## src/rtl/lbc_wbctl_if.sv

```systemverilog
// Core/bus-side signal bundle for the LBC store write-buffer controller.
// The master modport is the core and bus-queue side; the slave modport is the controller.
interface lbc_wbctl_if #(
  parameter int LBC_WRITES = 4,
  parameter int CW         = 3
);
  logic                  CBUS_DWR;
  logic                  CBUS_DRD;
  logic                  CBUS_DSYNC;
  logic [LBC_WRITES-1:0] LD_FCTLHIT;
  logic                  LL_WACK;
  logic [LBC_WRITES-1:0] LC_FCTLLOAD;
  logic                  LC_FCTLDOSHIFT;
  logic                  LC_WVALID;
  logic                  LC_WBFULL;
  logic                  LC_WBEMPTY;
  logic                  LC_RDHOLD;
  logic [CW-1:0]         LC_WBCOUNT;

  modport master (
    output CBUS_DWR, CBUS_DRD, CBUS_DSYNC, LD_FCTLHIT, LL_WACK,
    input  LC_FCTLLOAD, LC_FCTLDOSHIFT, LC_WVALID, LC_WBFULL, LC_WBEMPTY,
           LC_RDHOLD, LC_WBCOUNT
  );

  modport slave (
    input  CBUS_DWR, CBUS_DRD, CBUS_DSYNC, LD_FCTLHIT, LL_WACK,
    output LC_FCTLLOAD, LC_FCTLDOSHIFT, LC_WVALID, LC_WBFULL, LC_WBEMPTY,
           LC_RDHOLD, LC_WBCOUNT
  );
endinterface

```

## src/rtl/lbc_wbctl.sv

```systemverilog
// LBC store write-buffer control: occupancy tracking, slot load enables, head retire,
// and read-after-write / SYNC drain hold.
module lbc_wbctl #(
  parameter int LBC_WRITES = 4,
  parameter int CW         = 3
) (
  input logic         SYSCLK,
  input logic         RESET_D1_R_N,
  lbc_wbctl_if.slave  bus
);

  typedef enum logic {S_IDLE, S_DRAIN} state_e;

  state_e                state_q, state_d;
  logic [CW-1:0]         count_q, count_d;
  logic [CW-1:0]         drain_cnt_q, drain_cnt_d;

  logic [LBC_WRITES-1:0] v;
  logic [LBC_WRITES-1:0] mhit;
  logic [LBC_WRITES-1:0] load;
  logic [CW-1:0]         load_idx;
  logic [CW-1:0]         hi;
  logic                  full, empty, ret, acc, rdhold;

  // Datapath: valid thermometer, accept/retire and the one-hot load slot.
  // NOTE: every always_comb output gets a default before any branch, so no latch is inferred.
  always_comb begin
    v     = '0;
    mhit  = '0;
    load  = '0;
    hi    = '0;
    full  = (count_q == CW'(LBC_WRITES));
    empty = (count_q == '0);
    for (int i = 0; i < LBC_WRITES; i++) begin
      v[i] = (CW'(i) < count_q);
    end
    ret      = bus.LL_WACK & v[0];
    acc      = bus.CBUS_DWR & ~full;
    load_idx = count_q - CW'(ret);
    for (int i = 0; i < LBC_WRITES; i++) begin
      load[i] = acc && (load_idx == CW'(i));
    end
    count_d = count_q + CW'(acc) - CW'(ret);
    mhit    = bus.LD_FCTLHIT & v;
    // Ascending scan: the last hit seen is the youngest matching entry.
    for (int i = 0; i < LBC_WRITES; i++) begin
      if (mhit[i]) hi = CW'(i);
    end
  end

  // Hold FSM: a read hit or SYNC latches how many head retires must occur before release.
  always_comb begin
    state_d     = state_q;
    drain_cnt_d = drain_cnt_q;
    rdhold      = 1'b0;
    unique case (state_q)
      S_IDLE: begin
        if (bus.CBUS_DRD && (mhit != '0)) begin
          rdhold      = 1'b1;
          drain_cnt_d = hi + CW'(1) - CW'(ret);
          if (drain_cnt_d != '0) state_d = S_DRAIN;
        end else if (bus.CBUS_DSYNC && !empty) begin
          rdhold      = 1'b1;
          drain_cnt_d = count_q - CW'(ret);
          if (drain_cnt_d != '0) state_d = S_DRAIN;
        end
      end
      S_DRAIN: begin
        rdhold = 1'b1;
        if (ret) begin
          drain_cnt_d = drain_cnt_q - CW'(1);
          if (drain_cnt_q == CW'(1)) state_d = S_IDLE;
        end
      end
      default: begin
        state_d     = S_IDLE;
        drain_cnt_d = '0;
      end
    endcase
  end

  // NOTE: sequential state uses non-blocking assignments so all flops update together.
  always_ff @(posedge SYSCLK or negedge RESET_D1_R_N) begin
    if (!RESET_D1_R_N) begin
      state_q     <= S_IDLE;
      count_q     <= '0;
      drain_cnt_q <= '0;
    end else begin
      state_q     <= state_d;
      count_q     <= count_d;
      drain_cnt_q <= drain_cnt_d;
    end
  end

  assign bus.LC_FCTLLOAD    = load;
  assign bus.LC_FCTLDOSHIFT = ret;
  assign bus.LC_WVALID      = v[0];
  assign bus.LC_WBFULL      = full;
  assign bus.LC_WBEMPTY     = empty;
  assign bus.LC_RDHOLD      = rdhold;
  assign bus.LC_WBCOUNT     = count_q;

`ifndef SYNTHESIS
  // Counter invariants; any hit here is a design error, not a legal operating condition.
  always @(posedge SYSCLK) begin
    if (RESET_D1_R_N) begin
      if (count_q > CW'(LBC_WRITES))
        $display("lbc_wbctl: occupancy overflow count=%0d", count_q);
      if (state_q == S_DRAIN && drain_cnt_q == '0)
        $display("lbc_wbctl: drain counter underflow in DRAIN");
      if (drain_cnt_q > count_q)
        $display("lbc_wbctl: drain_cnt=%0d exceeds count=%0d", drain_cnt_q, count_q);
    end
  end
`endif

endmodule

```

## src/flat_wrapper.sv

```systemverilog
// flat-port wrapper written by rule: the top's interface ports become plain ports
module lbc_wbctl_flat 
#(
  parameter int LBC_WRITES = 4,
  parameter int CW         = 3
)
  (SYSCLK, RESET_D1_R_N, bus_CBUS_DWR, bus_CBUS_DRD, bus_CBUS_DSYNC, bus_LD_FCTLHIT, bus_LL_WACK, bus_LC_FCTLLOAD, bus_LC_FCTLDOSHIFT, bus_LC_WVALID, bus_LC_WBFULL, bus_LC_WBEMPTY, bus_LC_RDHOLD, bus_LC_WBCOUNT);
  lbc_wbctl_if #(.LBC_WRITES(LBC_WRITES), .CW(CW)) bus_i ();
  input logic SYSCLK;
  input logic RESET_D1_R_N;
  input wire logic [$bits(bus_i.CBUS_DWR)-1:0] bus_CBUS_DWR;
  input wire logic [$bits(bus_i.CBUS_DRD)-1:0] bus_CBUS_DRD;
  input wire logic [$bits(bus_i.CBUS_DSYNC)-1:0] bus_CBUS_DSYNC;
  input wire logic [$bits(bus_i.LD_FCTLHIT)-1:0] bus_LD_FCTLHIT;
  input wire logic [$bits(bus_i.LL_WACK)-1:0] bus_LL_WACK;
  output wire logic [$bits(bus_i.LC_FCTLLOAD)-1:0] bus_LC_FCTLLOAD;
  output wire logic [$bits(bus_i.LC_FCTLDOSHIFT)-1:0] bus_LC_FCTLDOSHIFT;
  output wire logic [$bits(bus_i.LC_WVALID)-1:0] bus_LC_WVALID;
  output wire logic [$bits(bus_i.LC_WBFULL)-1:0] bus_LC_WBFULL;
  output wire logic [$bits(bus_i.LC_WBEMPTY)-1:0] bus_LC_WBEMPTY;
  output wire logic [$bits(bus_i.LC_RDHOLD)-1:0] bus_LC_RDHOLD;
  output wire logic [$bits(bus_i.LC_WBCOUNT)-1:0] bus_LC_WBCOUNT;
  assign bus_i.CBUS_DWR = bus_CBUS_DWR;
  assign bus_i.CBUS_DRD = bus_CBUS_DRD;
  assign bus_i.CBUS_DSYNC = bus_CBUS_DSYNC;
  assign bus_i.LD_FCTLHIT = bus_LD_FCTLHIT;
  assign bus_i.LL_WACK = bus_LL_WACK;
  assign bus_LC_FCTLLOAD = bus_i.LC_FCTLLOAD;
  assign bus_LC_FCTLDOSHIFT = bus_i.LC_FCTLDOSHIFT;
  assign bus_LC_WVALID = bus_i.LC_WVALID;
  assign bus_LC_WBFULL = bus_i.LC_WBFULL;
  assign bus_LC_WBEMPTY = bus_i.LC_WBEMPTY;
  assign bus_LC_RDHOLD = bus_i.LC_RDHOLD;
  assign bus_LC_WBCOUNT = bus_i.LC_WBCOUNT;
  lbc_wbctl #(.LBC_WRITES(LBC_WRITES), .CW(CW)) u_core (.SYSCLK(SYSCLK), .RESET_D1_R_N(RESET_D1_R_N), .bus(bus_i));
endmodule
```

## config.mk

```make
export PLATFORM = sky130hd
export DESIGN_NAME = lbc_wbctl_flat
export DESIGN_NICKNAME = d
export VERILOG_FILES = /design/src/rtl/lbc_wbctl_if.sv /design/src/rtl/lbc_wbctl.sv /design/src/flat_wrapper.sv
export SDC_FILE = /design/constraint.sdc
export NUM_CORES = 1
export LEC_CHECK = 0
export ABC_AREA = 1
export BUFFER_PORTS_ARGS = -buffer_cell sky130_fd_sc_hd__buf_2
export CAP_MARGIN = 15
export CORE_MARGIN = 1
export CORE_UTILIZATION = 55
export CTS_BUF_LIST = sky130_fd_sc_hd__clkbuf_2
export CTS_CLUSTER_DIAMETER = 60
export CTS_CLUSTER_SIZE = 40
export DETAILED_ROUTE_END_ITERATION = 12
export PLACE_DENSITY = 0.91
export SYNTH_ARGS = -nofsm -noshare
export SYNTH_HDL_FRONTEND = slang
export SYNTH_SLANG_ARGS = --single-unit
```

## constraint.sdc

```tcl
create_clock -name SYSCLK -period 3.5 [get_ports SYSCLK]
set_input_delay 0.175 -clock SYSCLK [delete_from_list [all_inputs] [get_ports SYSCLK]]
set_output_delay 0.175 -clock SYSCLK [all_outputs]
set_load 0.1 [all_outputs]
```

==> results of run 1 <==
[metal layers]
metal  track usage  share of wire
met4        0.0517         0.0068
met5             0              0
met1         0.354           0.43
met3        0.0231          0.056
met2         0.492           0.50
[through the flow]
stage                     area, µm²  utilization
after floorplan                 840            -
after global placement          970        0.828
after detailed placement        970        0.828
after CTS                      1000        0.854
after global routing           1000        0.854
final                          1000        0.854
[placed cells by master (no fill, tap or decap), types with 2 or more instances in the layout]
master    count
buf_2        21
ha_2          2
clkbuf_2      4
a21oi_4       2
nand2_1      20
nor4_4        4
nor2_1        6
inv_2         8
nand2_2       2
dfrtp_1       4
nand2_4       2
nand3_1      11
nand3_4       2
dfrtp_4       2
inv_1         8
a21oi_1       3
ha_1          8
nor2_2        2
[flip-flops by register name (all words and copies together), names as in the netlist]
signal                 cells
u_core.drain_cnt_q         3
u_core.bus.LC_WBCOUNT      3
u_core.state_q             1
[path summary, 6_finish.rpt]
path	depth (start not counted)	end	slack (ns)	startpoint
worst max-delay path	11	bus_LC_FCTLLOAD[3]	0.64	u_core.bus.LC_WBCOUNT[1]$_DFF_PN0_
worst min-delay path	2	u_core.state_q$_DFF_PN0_	0.31	RESET_D1_R_N
worst max register to register	12	u_core.state_q$_DFF_PN0_	0.97	u_core.bus.LC_WBCOUNT[1]$_DFF_PN0_
worst min register to register	2	u_core.drain_cnt_q[1]$_DFFE_PN0P_	0.52	u_core.drain_cnt_q[1]$_DFFE_PN0P_
max in group asynchronous	2	u_core.bus.LC_WBCOUNT[1]$_DFF_PN0_	3.00	RESET_D1_R_N
min in group SYSCLK	3	u_core.state_q$_DFF_PN0_	0.31	bus_CBUS_DRD
[final cells by class]
type	instances	share of cell area
timing repair buffer	23	0.123
sequential	7	0.184
inverter	17	0.0713
multi-input combinational	72	0.584
clock buffer	4	0.0200
tap	14	0.0175
[cells by family after synthesis]
family                   after synthesis
AND/OR/NAND/NOR                       51
buffers and inverters                 17
adder cells (fa/ha/maj)               11
AO/OA/AOI/OAI                          8
flip-flops                             7
XOR/XNOR                               2
[worst max-delay path, stage by stage (launching register included)]
cell and delay, ns:
dfrtp_4 0.49, inv_2 0.12, ha_2 0.27, nand2_8 0.07, nand2_4 0.10, inv_8 0.03, ha_1 0.18, inv_1 0.10
ha_2 0.24, inv_1 0.13, nor4_4 0.26, buf_2 0.46
[what timing repair did]
item | in CTS | in global routing
gates resized for setup | 0 | 0
hold buffers | 1 | 0
setup buffers | 0 | 0
endpoints found under the hold margin | 7 | 0
==> metrics, run 1 <==
Seq cells post-synth=7; htree depth=1; worst endpoint data arrival time=between 2 and 3 ns; setup TNS=0 ns; TritonCTS Buffers=3; simple-gate share of the synthesized area=0.358; layout cells sized above 1=0.455; first-pass GRT wire length=approximately 2.8 mm; pre-CTS setup slack=approximately 0.86 ns; Post-Synthesis Cells=between 90 and 100; I/O Pins=22; Post-synth top cells=21 x nand2_1, 11 x nand3_1, 10 x ha_1, 9 x inv_2, 8 x inv_1; largest family of logic cells by synthesized area=simple AND/OR/NAND/NOR gates; Pre-antenna DRT Iters=4; synthesized cell area=737 µm²; die width=between 30 and 40 µm; worst min path class=primary input to async pin; fraction of registers with async set/reset=1.00; WL final=1.63 mm; via count=roughly 710; Rows=12; post-synthesis cell type count=21; complex-gate fraction of the synthesized area=0.0866; Remaining DRCs=0; crit end category=output pin; Post-Route Skew=0.00612 ns; register area share after synthesis=0.238; Fin. Hold Viols=0; total track usage=0.273; Die ar.=0.00149 mm²; Root Buffer=clkbuf_2; CTS tree=built; Worst Tran Pin Value=roughly 0.59 ns; Vias/cell=around 5.2; top-count cell post-synth=nand2_1; Final setup viols=0; multi-input logic area=a little under 600 µm²; final period utilization=0.817; status=finished clean; Synth top area share=0.238; mux cell area share after synthesis=0; Post-Syn Nets=roughly 120; initial antenna violation count=0; worst skew pair latency=0.22 ns; port bufs=21; number of synthesized flops with an enable pin=0; Finished Layout Cells=137; DP Wirelength=approximately 1.4 mm; main area contributors after synthesis=dfrtp_1 24%, ha_1 17%, nand2_1 11%, nand3_1 7.5%, nand3_4 4.8%; Chip Height=around 39 µm; synth warn=0; Post-DRT Antenna Nets=0; fillers=58; Clock Path Buffers=2; clock transition at the registers of the reported paths=~0.080 ns; synthesized-area fraction occupied by adder cells=0.197; final worst slack=roughly 0.64 ns; Mean Syn Cell Area=between 7 and 8 µm²; # diodes=0; Post-Synth XOR/XNOR Area=0.0340; critical setup path kind=flop to output pin; drt wl/cell=between 10 and 15 µm; starting density of the core=0.629; vias in the first global route=around 660; largest net degree at the start of global routing=8; Max Slew Vio Count=0; Routability Congestion=0.825; Iteration-0 DRC Markers=23; flip-flop and latch area=184 µm²; Max FO, Critical Path=6; Core Area=roughly 0.0012 mm²; NumNets Final=around 150; hold_ws=0.311 ns; maximum achievable frequency=about 350 MHz; Max Cap Violations=0; area delta synth->final=35.7%; Cells after DPL=around 130; relative slew slack=0.604; top_reg_cell synth=dfrtp_1; worst endpoint required time=~3.3 ns; post-layout min period=2.86 ns; area leader, netlist=dfrtp_1; RSZ-0062 raised after global routing=false; Worst Setup Start Kind=flop; CTS sink cnt=7; total grt overflow=0
Power of run 1 is left out: the tool's default activity adds up to more than one toggle a clock period on the data nets, which glitch-free logic cannot reach.
==> run 2, diff against run 1 <==
Settings changed: CORE_UTILIZATION 55 to 47, PLACE_DENSITY 0.91 to 0.84.
Clock period 3.5 ns to 2.39 ns, I/O delays scaled along.
==> run 2 against run 1 <==
Against the previous run:
- die area up 16%
- final area grew 27%
- clock-buffer cell count unchanged
- utilization increased by 6.7 points
- setup slack worse by 0.58 ns
- critical path depth unchanged
- non-clock buffer count increased by 14
==> metrics, run 2 (same netlist as run 1, synthesis figures left out) <==
initial antenna violation count=0; CTS sink cnt=7; I/O Pins=22; Routability Congestion=about 0.83; Remaining DRCs=0; TritonCTS Buffers=3; layout cells sized above 1=0.547; post-layout min period=roughly 2.3 ns; CP peak stage delay=0.44 ns; drt wl/cell=around 16 µm; Post-DRT Antenna Nets=0; status=finished clean; Vias/cell=approximately 5.5; setup TNS=0 ns; RSZ-0062 raised after global routing=true; CP Cell Sequence=clkinv_4 -> ha_4 -> nand2_8 -> nand2_8 -> inv_16 -> ha_4 -> inv_4 -> ha_4 -> inv_4 -> nor4_4 -> buf_12; worst endpoint data arrival time=around 2.2 ns; Clock Path Buffers=2; die width=41.6 µm; vias in the first global route=823; final period utilization=0.977; largest net degree at the start of global routing=8; Core Area=about 0.0014 mm²; relative slew slack=0.673; via count=839; maximum achievable frequency=~430 MHz; WL final=about 2.4 mm; Pre-antenna DRT Iters=4; Crit-path slowest cell=dfrtp_4; worst skew pair latency=approximately 0.22 ns; worst endpoint required time=roughly 2.3 ns; Max FO, Critical Path=4; crit end category=output pin; CTS tree=built; Rows=13; first-pass GRT wire length=around 3.6 mm; Buf/Inv on CP=5; Worst path top cell family by delay=adder cells; Die ar.=between 0.0015 and 0.002 mm²; total grt overflow=0; clock transition at the registers of the reported paths=0.08 ns; port bufs=21; Final setup viols=0; total track usage=0.273; Post-Route Skew=between 0.0015 and 0.002 ns; most common cell after layout, fill and taps aside=nand2_1; Root Buffer=clkbuf_2; worst min path class=primary input to async pin; Worst Setup Start Kind=flop; critical setup path kind=flop to output pin; NumNets Final=about 160; Max Cap Violations=0; DP Wirelength=around 1.5 mm; starting density of the core=0.533; Worst Tran Pin Value=between 0.4 and 0.5 ns; Max Slew Vio Count=0; area delta synth->final=72.7%; # diodes=0; htree depth=1; CP dominant cell by count=ha_4; Fin. Hold Viols=0; Iteration-0 DRC Markers=22; Chip Height=between 40 and 50 µm; commonest cells after routing, fill and taps aside=20 x nand2_1, 17 x buf_2, 15 x buf_4, 11 x nand3_1
## run 2: changes by cell type in the layout (fill, tap and decap cells not counted), moves of 2 or more
cell	change
buf_12	+4
buf_2	-4
buf_4	+14
ha_1	-3
ha_2	-2
ha_4	+5
inv_1	-2
inv_2	-3
inv_4	+3
## run 2: worst register-to-register path: cells and delay by family, from the launching register on
family / cells / cell delay, ns
adder cells (fa/ha/maj): 3 / 0.50
flip-flops: 1 / 0.49
XOR/XNOR: 1 / 0.32
buffers and inverters: 3 / 0.30
AND/OR/NAND/NOR: 4 / 0.29
AO/OA/AOI/OAI: 2 / 0.28
## run 2: through the flow
stage	util	cell area, µm²	setup slack, ns	hold WS, ns	instances
after floorplan	-	936	-0.701	-0.176	96
after global placement	0.815	1130	0.238	-0.0340	133
after detailed placement	0.815	1130	0.192	-0.0350	133
after CTS	0.893	1230	-0.0286	0.247	147
after global routing	0.920	1270	-0.00871	0.308	152
final	0.920	1270	0.0551	0.295	152
## run 2: timing repair
item	in CTS	in global routing
gates resized for setup	1	1
endpoints found under the hold margin	7	0
pin swaps	5	6
setup buffers	9	5
hold buffers	1	0
setup endpoints to repair	4	4
## run 2: layout make-up
type / count / area (µm²)
Clock buffer: 4 / 20.0
Inverter: 17 / 97.6
Fill cell: 51 / 110
Sequential cell: 7 / 186
Tap cell: 15 / 18.8
Multi-Input combinational cell: 72 / 662
Timing Repair Buffer: 37 / 288
## run 2: final timing paths
path,startpoint,endpoint,depth (start not counted),slack (ns)
min in group SYSCLK,bus_CBUS_DRD,u_core.state_q$_DFF_PN0_,3,0.30
max in group asynchronous,RESET_D1_R_N,u_core.bus.LC_WBCOUNT[2]$_DFF_PN0_,2,1.90
worst max register to register,u_core.bus.LC_WBCOUNT[2]$_DFF_PN0_,u_core.state_q$_DFF_PN0_,13,0.14
worst min-delay path,RESET_D1_R_N,u_core.drain_cnt_q[1]$_DFFE_PN0P_,2,0.30
worst max-delay path,u_core.bus.LC_WBCOUNT[1]$_DFF_PN0_,bus_LC_FCTLLOAD[3],11,0.06
worst min register to register,u_core.drain_cnt_q[1]$_DFFE_PN0P_,u_core.drain_cnt_q[1]$_DFFE_PN0P_,2,0.49
## run 2: routing by layer
layer / GRT usage / share of wire / vias up
li1: - / - / 395
met1: 0.343 / 0.36 / 392
met2: 0.472 / 0.55 / 48
met3: 0.0391 / 0.083 / 4
met4: 0.0968 / 0.0074 / 0
met5: 0 / 0 / -
Power of run 2 is left out for the same reason.
==> run 3, diff against run 2 <==
Settings changed: CELL_PAD_IN_SITES_DETAIL_PLACEMENT set to 0, CELL_PAD_IN_SITES_GLOBAL_PLACEMENT set to 1, CORE_UTILIZATION 47 to 34, PLACE_DENSITY 0.84 to 0.85.
==> run 3 against run 2 <==
Against the previous run:
- register-to-register slack improved by 0.08 ns
- critical path depth fell by 1
- sequential share of layout area grew 0.35 points
- critical endpoint is now bus_LC_FCTLLOAD[2]
==> metrics, run 3 (same netlist as run 1, synthesis figures left out) <==
initial antenna violation count=0; worst min path class=primary input to async pin; Iteration-0 DRC Markers=16; final period utilization=0.955; I/O Pins=22; RSZ-0062 raised after global routing=false; Worst Setup Start Kind=flop; DP Wirelength=between 1 and 1.5 mm; WL final=1.78 mm; NumNets Final=between 150 and 200; worst skew pair latency=around 0.22 ns; htree depth=1; TritonCTS Buffers=3; largest net degree at the start of global routing=8; Die ar.=between 0.002 and 0.0025 mm²; Post-Route Skew=approximately 0.0019 ns; commonest cells after routing, fill and taps aside=20 x nand2_1, 17 x buf_2, 11 x nand3_1, 9 x buf_4; die width=just under 50 µm; Remaining DRCs=0; Chip Height=48.6 µm; Fin. Hold Viols=0; worst endpoint data arrival time=2.16 ns; Max Slew Vio Count=0; relative slew slack=0.666; Worst Tran Pin Value=0.504 ns; # diodes=0; Core Area=between 0.002 and 0.0025 mm²; vias in the first global route=between 700 and 800; Root Buffer=clkbuf_2; total track usage=0.170; first-pass GRT wire length=roughly 3.1 mm; worst endpoint required time=2.27 ns; Clock Path Buffers=2; via count=734; Routability Congestion=roughly 0.83; CTS sink cnt=7; CTS tree=built; maximum achievable frequency=around 440 MHz; Pre-antenna DRT Iters=4; crit end category=output pin; status=finished clean; drt wl/cell=about 11 µm; Max FO, Critical Path=5; clock transition at the registers of the reported paths=about 0.07 ns; area delta synth->final=68.6%; port bufs=21; Design Area, Final=0.00124 mm²; most common cell after layout, fill and taps aside=nand2_1; Final setup viols=0; total grt overflow=0; post-layout min period=roughly 2.3 ns; DP Area=roughly 0.0011 mm²; fillers=181; critical setup path kind=flop to output pin; starting density of the core=0.368; Max Cap Violations=0; layout cells sized above 1=0.527; Rows=16; Vias/cell=around 4.6; Post-DRT Antenna Nets=0
run 3: cell types whose count changed in the layout (fill, tap and decap cells not counted), sizes merged:
cell    before  now
clkinv       1    0
inv         16   17
buf         36   30
run 3: layout make-up:
type / instances / area, µm² / share of cell area
clock buffers: 4 / 20.0 / 0.0161
multi-input cells: 72 / 662 / 0.533
repair buffers: 31 / 243 / 0.195
flip-flops and latches: 7 / 186 / 0.150
inverters: 17 / 97.6 / 0.0785
well taps: 27 / 33.8 / 0.0272
run 3: worst paths after layout:
path / start / to / slack [ns] / depth (start not counted)
worst max-delay path: u_core.bus.LC_WBCOUNT[1]$_DFF_PN0_ / bus_LC_FCTLLOAD[2] / 0.11 / 10
worst min-delay path: RESET_D1_R_N / u_core.drain_cnt_q[0]$_DFFE_PN0P_ / 0.26 / 2
worst max register to register: u_core.bus.LC_WBCOUNT[1]$_DFF_PN0_ / u_core.state_q$_DFF_PN0_ / 0.22 / 13
worst min register to register: u_core.drain_cnt_q[1]$_DFFE_PN0P_ / u_core.drain_cnt_q[1]$_DFFE_PN0P_ / 0.49 / 2
max in group asynchronous: RESET_D1_R_N / u_core.bus.LC_WBCOUNT[2]$_DFF_PN0_ / 1.95 / 2
min in group SYSCLK: bus_CBUS_DRD / u_core.state_q$_DFF_PN0_ / 0.28 / 3
run 3: through the flow:
stage               setup TNS, ns  cells   util  setup slack (ns)  hold WS [ns]
floorplan                   -2.88     96      -            -0.701        -0.176
global placement                0    145  0.571             0.234       -0.0341
detailed placement              0    145  0.571             0.213       -0.0289
CTS                             0    158  0.621          0.000260         0.254
global route                    0    158  0.621            0.0123         0.247
finish                          0    158  0.621             0.108         0.260
run 3: worst max-delay path, stage by stage (launching register included):
cell     delay (ns)
dfrtp_4        0.50
inv_6          0.07
ha_4           0.16
nand2_8        0.06
nand2_8        0.09
inv_16         0.04
ha_4           0.17
ha_4           0.17
xor2_4         0.19
nor4_4         0.28
buf_12         0.21
run 3: repair_timing:
| item | CTS | global route |
|---|---|---|
| hold buffers | 1 | 0 |
| hold endpoints to repair | 7 | 0 |
| endpoints found under the setup margin | 4 | 4 |
| buffers inserted | 8 | 0 |
| resized for setup | 1 | 0 |
| gates cloned | 0 | 0 |
| pin swaps | 5 | 5 |
run 3: layer usage:
| layer | wire [µm] | vias up | track usage |
|---|---|---|---|
| met4 | 13 | 0 | 0.0588 |
| met2 | 891 | 14 | 0.279 |
| met1 | 818 | 337 | 0.233 |
| met5 | 0 | - | 0 |
| met3 | 58 | 2 | 0.0157 |
| li1 | - | 381 | - |
Power of run 3 is left out for the same reason.
